**src/rtl/sha2_pkg.sv**
```systemverilog
// SHA-2 shared definitions: round constants, initial hash values, bit functions.
// Also holds the control state encoding, the working-variable struct and the
// rounds-per-clock legality check used at elaboration.
package sha2_pkg;

  typedef enum logic [1:0] {
    ST_IDLE  = 2'd0,
    ST_ROUND = 2'd1,
    ST_ADD   = 2'd2,
    ST_OUT   = 2'd3
  } state_e;

  // Working variables a..h; a sits in the top word so the packed value
  // lines up with the H0..H7 digest ordering.
  typedef struct packed {
    logic [31:0] a;
    logic [31:0] b;
    logic [31:0] c;
    logic [31:0] d;
    logic [31:0] e;
    logic [31:0] f;
    logic [31:0] g;
    logic [31:0] h;
  } work_t;

  localparam logic [31:0] K [0:63] = '{
    32'h428a2f98, 32'h71374491, 32'hb5c0fbcf, 32'he9b5dba5,
    32'h3956c25b, 32'h59f111f1, 32'h923f82a4, 32'hab1c5ed5,
    32'hd807aa98, 32'h12835b01, 32'h243185be, 32'h550c7dc3,
    32'h72be5d74, 32'h80deb1fe, 32'h9bdc06a7, 32'hc19bf174,
    32'he49b69c1, 32'hefbe4786, 32'h0fc19dc6, 32'h240ca1cc,
    32'h2de92c6f, 32'h4a7484aa, 32'h5cb0a9dc, 32'h76f988da,
    32'h983e5152, 32'ha831c66d, 32'hb00327c8, 32'hbf597fc7,
    32'hc6e00bf3, 32'hd5a79147, 32'h06ca6351, 32'h14292967,
    32'h27b70a85, 32'h2e1b2138, 32'h4d2c6dfc, 32'h53380d13,
    32'h650a7354, 32'h766a0abb, 32'h81c2c92e, 32'h92722c85,
    32'ha2bfe8a1, 32'ha81a664b, 32'hc24b8b70, 32'hc76c51a3,
    32'hd192e819, 32'hd6990624, 32'hf40e3585, 32'h106aa070,
    32'h19a4c116, 32'h1e376c08, 32'h2748774c, 32'h34b0bcb5,
    32'h391c0cb3, 32'h4ed8aa4a, 32'h5b9cca4f, 32'h682e6ff3,
    32'h748f82ee, 32'h78a5636f, 32'h84c87814, 32'h8cc70208,
    32'h90befffa, 32'ha4506ceb, 32'hbef9a3f7, 32'hc67178f2
  };

  localparam logic [31:0] IV256 [0:7] = '{
    32'h6a09e667, 32'hbb67ae85, 32'h3c6ef372, 32'ha54ff53a,
    32'h510e527f, 32'h9b05688c, 32'h1f83d9ab, 32'h5be0cd19
  };

  localparam logic [31:0] IV224 [0:7] = '{
    32'hc1059ed8, 32'h367cd507, 32'h3070dd17, 32'hf70e5939,
    32'hffc00b31, 32'h68581511, 32'h64f98fa7, 32'hbefa4fa4
  };

  function automatic bit rpc_legal(input int rpc);
    return (rpc == 1) || (rpc == 2) || (rpc == 4);
  endfunction

  function automatic logic [31:0] rotr(input logic [31:0] x, input int unsigned n);
    return (x >> n) | (x << (32 - n));
  endfunction

  function automatic logic [31:0] big_s0(input logic [31:0] x);
    return rotr(x, 2) ^ rotr(x, 13) ^ rotr(x, 22);
  endfunction

  function automatic logic [31:0] big_s1(input logic [31:0] x);
    return rotr(x, 6) ^ rotr(x, 11) ^ rotr(x, 25);
  endfunction

  function automatic logic [31:0] small_s0(input logic [31:0] x);
    return rotr(x, 7) ^ rotr(x, 18) ^ (x >> 3);
  endfunction

  function automatic logic [31:0] small_s1(input logic [31:0] x);
    return rotr(x, 17) ^ rotr(x, 19) ^ (x >> 10);
  endfunction

  function automatic logic [31:0] ch(input logic [31:0] x, input logic [31:0] y,
                                     input logic [31:0] z);
    return (x & y) ^ (~x & z);
  endfunction

  function automatic logic [31:0] maj(input logic [31:0] x, input logic [31:0] y,
                                      input logic [31:0] z);
    return (x & y) ^ (x & z) ^ (y & z);
  endfunction

  // Message expansion word from W[t-2], W[t-7], W[t-15], W[t-16].
  function automatic logic [31:0] sched_word(input logic [31:0] w2, input logic [31:0] w7,
                                             input logic [31:0] w15, input logic [31:0] w16);
    return small_s1(w2) + w7 + small_s0(w15) + w16;
  endfunction

  function automatic work_t iv_work(input logic m224);
    logic [255:0] v;
    v = '0;
    for (int i = 0; i < 8; i++) begin
      v[255 - 32*i -: 32] = m224 ? IV224[i] : IV256[i];
    end
    return work_t'(v);
  endfunction

  function automatic work_t add_work(input work_t x, input work_t y);
    work_t s;
    s.a = x.a + y.a;
    s.b = x.b + y.b;
    s.c = x.c + y.c;
    s.d = x.d + y.d;
    s.e = x.e + y.e;
    s.f = x.f + y.f;
    s.g = x.g + y.g;
    s.h = x.h + y.h;
    return s;
  endfunction

endpackage

```
**src/rtl/sha2_round.sv**
```systemverilog
// One SHA-2 compression round, purely combinational.
// Latency: none; the top chains RPC copies and registers the result.
// Backpressure: not applicable, no handshake at this level.
module sha2_round
  import sha2_pkg::*;
(
  input  work_t       st_i,
  input  logic [31:0] k_i,
  input  logic [31:0] w_i,
  output work_t       st_o
);

  logic [31:0] t1;
  logic [31:0] t2;

  assign t1 = st_i.h + big_s1(st_i.e) + ch(st_i.e, st_i.f, st_i.g) + k_i + w_i;
  assign t2 = big_s0(st_i.a) + maj(st_i.a, st_i.b, st_i.c);

  assign st_o.a = t1 + t2;
  assign st_o.b = st_i.a;
  assign st_o.c = st_i.b;
  assign st_o.d = st_i.c;
  assign st_o.e = st_i.d + t1;
  assign st_o.f = st_i.e;
  assign st_o.g = st_i.f;
  assign st_o.h = st_i.g;

endmodule

```
**src/rtl/sha2_stream_core.sv**
```systemverilog
// Streaming SHA-224/256 engine: chains pre-padded 512-bit blocks into one digest per message.
// Latency: 64/RPC round cycles + 1 add cycle per block; digest takeable 64/RPC+2 edges after accept.
// Backpressure: blk_ready low while a block is in flight or a digest waits for digest_ready.
module sha2_stream_core
  import sha2_pkg::*;
#(
  parameter int RPC         = 1,
  parameter bit SUPPORT_224 = 1'b1
) (
  input  logic         clk,
  input  logic         rst,
  input  logic         blk_valid,
  output logic         blk_ready,
  input  logic [511:0] blk_data,
  input  logic         blk_first,
  input  logic         blk_last,
  input  logic         mode_224,
  output logic [255:0] digest,
  output logic         digest_valid,
  input  logic         digest_ready,
  output logic         busy
);

  if (!rpc_legal(RPC)) begin : g_bad_rpc
    $error("sha2_stream_core: RPC must be 1, 2 or 4");
  end

  localparam logic [5:0] LAST_R   = 6'(64 - RPC);
  localparam logic [5:0] RPC_STEP = 6'(RPC);

  // Control state
  state_e       state_q;
  logic [5:0]   r_q;
  logic         blk_ready_q;
  logic         digest_valid_q;
  logic         busy_q;
  logic         msg_open_q;
  logic         last_q;
  logic         mode_q;

  // Datapath state
  work_t        work_q;
  work_t        h_q;
  logic [255:0] digest_q;
  logic [31:0]  w_q [16];

  // Next-state values
  work_t        work_d;
  work_t        h_sum_d;
  logic [31:0]  w_d [16];

  logic         accept;
  logic         fresh;
  logic         mode_sel;
  work_t        iv_sel;

  assign accept   = (state_q == ST_IDLE) && blk_valid && blk_ready_q;
  // A block starts from IV when flagged first, or when nothing is open
  // (which also covers the first block after a reset).
  assign fresh    = blk_first || !msg_open_q;
  assign mode_sel = SUPPORT_224 && mode_224;
  assign iv_sel   = iv_work(mode_sel);
  assign h_sum_d  = add_work(h_q, work_q);

  // Round chain: stage i consumes K[r+i] and W[r+i] (window slot i).
  for (genvar i = 0; i < RPC; i++) begin : g_rnd
    work_t      st_in;
    work_t      st_out;
    logic [5:0] k_idx;

    assign k_idx = r_q + 6'(i);

    if (i == 0) begin : g_head
      assign st_in = work_q;
    end else begin : g_link
      assign st_in = g_rnd[i-1].st_out;
    end

    sha2_round u_round (
      .st_i (st_in),
      .k_i  (K[k_idx]),
      .w_i  (w_q[i]),
      .st_o (st_out)
    );
  end

  assign work_d = g_rnd[RPC-1].st_out;

  // New schedule words W[r+16+j]; for j>=2 the W[t-2] term is itself a
  // word produced this cycle, so those stages feed from earlier ones.
  for (genvar j = 0; j < RPC; j++) begin : g_wn
    logic [31:0] wn;
    if (j < 2) begin : g_from_win
      assign wn = sched_word(w_q[14+j], w_q[9+j], w_q[1+j], w_q[j]);
    end else begin : g_from_new
      assign wn = sched_word(g_wn[j-2].wn, w_q[9+j], w_q[1+j], w_q[j]);
    end
  end

  // Window slides by RPC words; the vacated top slots take the new words.
  for (genvar j = 0; j < 16; j++) begin : g_shift
    if (j + RPC < 16) begin : g_keep
      assign w_d[j] = w_q[j + RPC];
    end else begin : g_fill
      assign w_d[j] = g_wn[j + RPC - 16].wn;
    end
  end

  // Control FSM: block acceptance, round counting, digest hand-off.
  always_ff @(posedge clk or posedge rst) begin
    if (rst) begin
      state_q        <= ST_IDLE;
      r_q            <= '0;
      blk_ready_q    <= 1'b0;
      digest_valid_q <= 1'b0;
      busy_q         <= 1'b0;
      msg_open_q     <= 1'b0;
      last_q         <= 1'b0;
      mode_q         <= 1'b0;
    end else begin
      unique case (state_q)
        ST_IDLE: begin
          if (accept) begin
            state_q     <= ST_ROUND;
            r_q         <= '0;
            blk_ready_q <= 1'b0;
            busy_q      <= 1'b1;
            msg_open_q  <= 1'b1;
            last_q      <= blk_last;
            if (fresh) begin
              mode_q <= mode_sel;
            end
          end else begin
            blk_ready_q <= 1'b1;
          end
        end
        ST_ROUND: begin
          r_q <= r_q + RPC_STEP;
          if (r_q == LAST_R) begin
            state_q <= ST_ADD;
          end
        end
        ST_ADD: begin
          if (last_q) begin
            msg_open_q     <= 1'b0;
            digest_valid_q <= 1'b1;
            state_q        <= ST_OUT;
          end else begin
            blk_ready_q <= 1'b1;
            busy_q      <= 1'b0;
            state_q     <= ST_IDLE;
          end
        end
        ST_OUT: begin
          if (digest_ready) begin
            digest_valid_q <= 1'b0;
            blk_ready_q    <= 1'b1;
            busy_q         <= 1'b0;
            state_q        <= ST_IDLE;
          end
        end
        default: begin
          state_q <= ST_IDLE;
        end
      endcase
    end
  end

  // Datapath: schedule window, working variables, chaining value, digest.
  always_ff @(posedge clk or posedge rst) begin
    if (rst) begin
      work_q   <= '0;
      h_q      <= '0;
      digest_q <= '0;
      for (int j = 0; j < 16; j++) begin
        w_q[j] <= '0;
      end
    end else begin
      if (accept) begin
        for (int j = 0; j < 16; j++) begin
          w_q[j] <= blk_data[511 - 32*j -: 32];
        end
        if (fresh) begin
          h_q    <= iv_sel;
          work_q <= iv_sel;
        end else begin
          work_q <= h_q;
        end
      end else if (state_q == ST_ROUND) begin
        work_q <= work_d;
        w_q    <= w_d;
      end else if (state_q == ST_ADD) begin
        h_q <= h_sum_d;
        if (last_q) begin
          digest_q <= mode_q ? {h_sum_d[255:32], 32'h0} : h_sum_d;
        end
      end
    end
  end

  assign blk_ready    = blk_ready_q;
  assign digest       = digest_q;
  assign digest_valid = digest_valid_q;
  assign busy         = busy_q;

endmodule

```
**config.mk**
```make
export PLATFORM = sky130hd
export DESIGN_NAME = sha2_stream_core
export DESIGN_NICKNAME = d
export VERILOG_FILES = /design/src/rtl/sha2_pkg.sv /design/src/rtl/sha2_round.sv /design/src/rtl/sha2_stream_core.sv
export SDC_FILE = /design/constraint.sdc
export NUM_CORES = 2
export LEC_CHECK = 0
export CAP_MARGIN = 20
export CORE_MARGIN = 2
export CORE_UTILIZATION = 25
export CTS_CLUSTER_SIZE = 8
export DETAILED_ROUTE_END_ITERATION = 8
export GPL_TIMING_DRIVEN = 0
export PLACE_DENSITY_LB_ADDON = 0.12
export SYNTH_ARGS = -nofsm -noshare
export SYNTH_HDL_FRONTEND = slang
export SYNTH_HIERARCHICAL = 1
export SYNTH_SLANG_ARGS = --single-unit
```
**constraint.sdc**
```tcl
create_clock -name clk -period 55.4 [get_ports clk]
set_clock_uncertainty 0.1 [all_clocks]
set_input_delay 5.54 -clock clk [delete_from_list [all_inputs] [get_ports clk]]
set_output_delay 5.54 -clock clk [all_outputs]
set_load 0.005 [all_outputs]
```
==> summary.txt <==
Yosys
  – Synth top area cells: dfrtp_1, nand2_1, ha_1
  – Most numerous cell in the Yosys netlist: nand2_1
  – Mapped Avg Cell Area: 8.73 um2
  – Post-synth EDFFs: 0
  – Dominant cell type by area after synthesis: dfrtp_1
  – Cell variety after synth: 101
  – Sequential-to-total area share from yosys stat: 39.0%
  – Synth top area share: 39.0%
  – Syn_nets: 10612
  – Ys async rst share: 100%
  – Dominant synthesized flop cell: dfrtp_1
  – Commonest cells post-synth: nand2_1, dfrtp_1, o21ai_0, a21oi_1, clkbuf_1
  – Gate Count Post-Synth: 9509
  – #FFs+latches synth: 1294
  – Cell area after synthesis: 0.0830 mm2
  – Yosys warnings: 6

Outcome
  – Status: completed

Timing
  – Tcrit/Tclk final: 22.8%
  – Slew HR: 11.5%
  – Pin slew with the least headroom to its limit: 1.33 ns
  – Minimum clock period: 12.65 ns
  – Final Worst Setup Slack: 42.75 ns
  – Max Freq: 79.1 MHz
  – Final hold violation count: 0
  – RSZ-0062 raised after global routing: false
  – Setup violators final: 0
  – Final slew viol count: 0

Global routing
  – Vias in the first global route: 80081
  – GR peak layer: met2
  – Largest net degree at the start of global routing: 122
  – GR Util met3: 5.98%
  – First-pass GRT wire length: 673000 um
  – GR Util met2: 46.9%
  – Gr ovfl total: 0
  – Met1 Usage GRT: 35.9%
  – GRT Overall Usage: 28.5%
  – Initial antenna violation count: 124

Worst setup path
  – WP data arrival: 13.37 ns
  – Cell family with most CP delay: compound AO/OA/AOI/OAI gates
  – CP Capture Type: flop
  – Crit-path max FO: 10
  – Critical path class: flop to flop
  – Largest stage delay, worst path: 0.94 ns
  – Startpoint Class: flop
  – Worst EP required: 56.12 ns
  – Crit-path slowest cell: dfrtp_1
  – WP buf/inv: 6
  – Most Frequent Cell on Critical Path: o21ai_0

Finish
  – Layout cell share with drive strength beyond 1: 5.86%
  – Nets: 11655
  – FILL cells: 35200
  – Synth-to-layout area growth: 24.2%

Clock network
  – Num CTS Buffers: 192
  – Worst-path clk slew: 0.06 ns
  – Clock Path Buffers: 4
  – CTS tree: built
  – CTS root buffer: clkbuf_16
  – Post-CTS Setup Bufs: 0
  – Hold buffers post-CTS: 0
  – Clock Latency Late Sink: 0.92 ns
  – Number of gates resized after CTS: 0
  – Htree depth: 4
  – Clk sinks: 1294

Drt
  – WL final: 496000 um
  – Drt initial violations: 7414
  – Vias after detailed routing: 80048
  – DRC: 0
  – Detailed-route wire length per cell: 33.1 um
  – Drt first pass iters: 6
  – Detail Route Antenna Nets: 0
  – Vias per cell: 5.34

Die
  – Die width: 580 um
  – # rows: 211
  – Die Y-Extent: 580 um
  – Top-level port count: 778
  – Core ar.: 0.331 mm2
  – Starting Density: 25.1%
  – Die ar.: 0.337 mm2

Placed design
  – GP Congestion: 0.967
  – DP Worst Slack: 43.16 ns
  – Port Buffers: 777
  – HPWL after DPL: 400000 um

Min path
  – Tightest Hold Check Type: flop to flop

Job
  – Number of max-cap violations: 0
[worst paths after layout]
| kind | start | end | slack (ns) | cells past startpoint |
|---|---|---|---|---|
| max | r_q[1] | g_rnd[0].st_in[253] | 42.75 | 38 |
| min | digest[64] | digest[64] | 0.37 | 2 |
| max reg2reg | r_q[1] | g_rnd[0].st_in[253] | 42.75 | 38 |
| min reg2reg | digest[64] | digest[64] | 0.37 | 2 |
| max in group asynchronous | rst | digest[94] | 47.62 | 6 |
| min in group asynchronous | rst | w_d[145] | 4.94 | 2 |
[registers in the layout, indices dropped and copies added, names as in the netlist, 2 cells and up]
register and cells:
w_d 480, digest 256, g_rnd.st_in 256, h_q 256, w_q 32, r_q 6, state_q 2
[per-stage QoR]
stage                     cells  TNS (ns)  area (um2)  hold slack [ns]  util (%)
after floorplan            9509         0       83000            0.346         -
after global placement    14652  -7714.08       96300            0.359      29.1
after detailed placement  14722         0       97700            0.363      29.5
after CTS                 14966         0      103000            0.376      31.2
after global routing      14975         0      103000            0.391      31.2
final                     15002         0      103000            0.371      31.2
[per-layer routing]
layer	wire, um	vias to the layer above
met1	204000	40798
li1	-	35054
met3	34900	827
met4	25900	144
met2	230000	3225
met5	920	-
[final cells by class]
cell class,count,area [um2],area share [%]
inverters,454,1710,1.66
multi-input cells,6969,45300,43.9
plain buffers,792,3750,3.64
diodes,34,85.1,0.0825
flip-flops and latches,1294,32400,31.4
well taps,4366,5460,5.30
repair buffers,849,9110,8.83
clock buffers,227,5070,4.91
clock inverters,17,292,0.283
[tightest hold or removal path, stage by stage, from the launching register on]
cell and delay [ns]:
dfrtp_1 0.34, nand2_1 0.05, nand2_1 0.05
[cell usage in the layout, fill, tap and decap left out, types with 17 or more instances in the layout]
cell and n:
nand2_1 1930, dfrtp_1 1294, clkdlybuf4s50_1 777, o21ai_0 682
a21oi_1 672, clkbuf_1 531, a22oi_1 493, inv_1 451
ha_1 389, xnor2_1 378, nor2_1 307, a31oi_1 240
xor2_1 210, buf_4 197, fa_1 195, clkbuf_16 193
a21o_1 173, nor3_1 122, and3_1 114, a211oi_1 112
o21ai_1 79, nand3_1 72, o21bai_1 63, o22a_1 58
buf_1 50, o21a_1 49, nor2b_1 48, nand2b_1 42
nand4_1 41, o211ai_1 41, clkbuf_2 40, a22o_1 40
diode_2 34, mux2_2 33, buf_8 33, maj3_1 31
o31ai_1 30, buf_16 24, o22ai_1 18, or2_2 17
[kinds of logic after synthesis]
family                     count (synthesis)  synth area share [%]
and+or+nand+nor                         2759                  13.8
AOI/OAI and AO/OA                       2948                  22.6
muxes                                     57                 0.858
DFF                                     1294                  39.0
xor gates and xnor gates                 590                  6.26
adders and majority gates                615                  10.9
buffers and inverters                   1246                  6.51
Power is left out: the tool's default activity adds up to more than one toggle a clock period on the data nets, which glitch-free logic cannot reach.
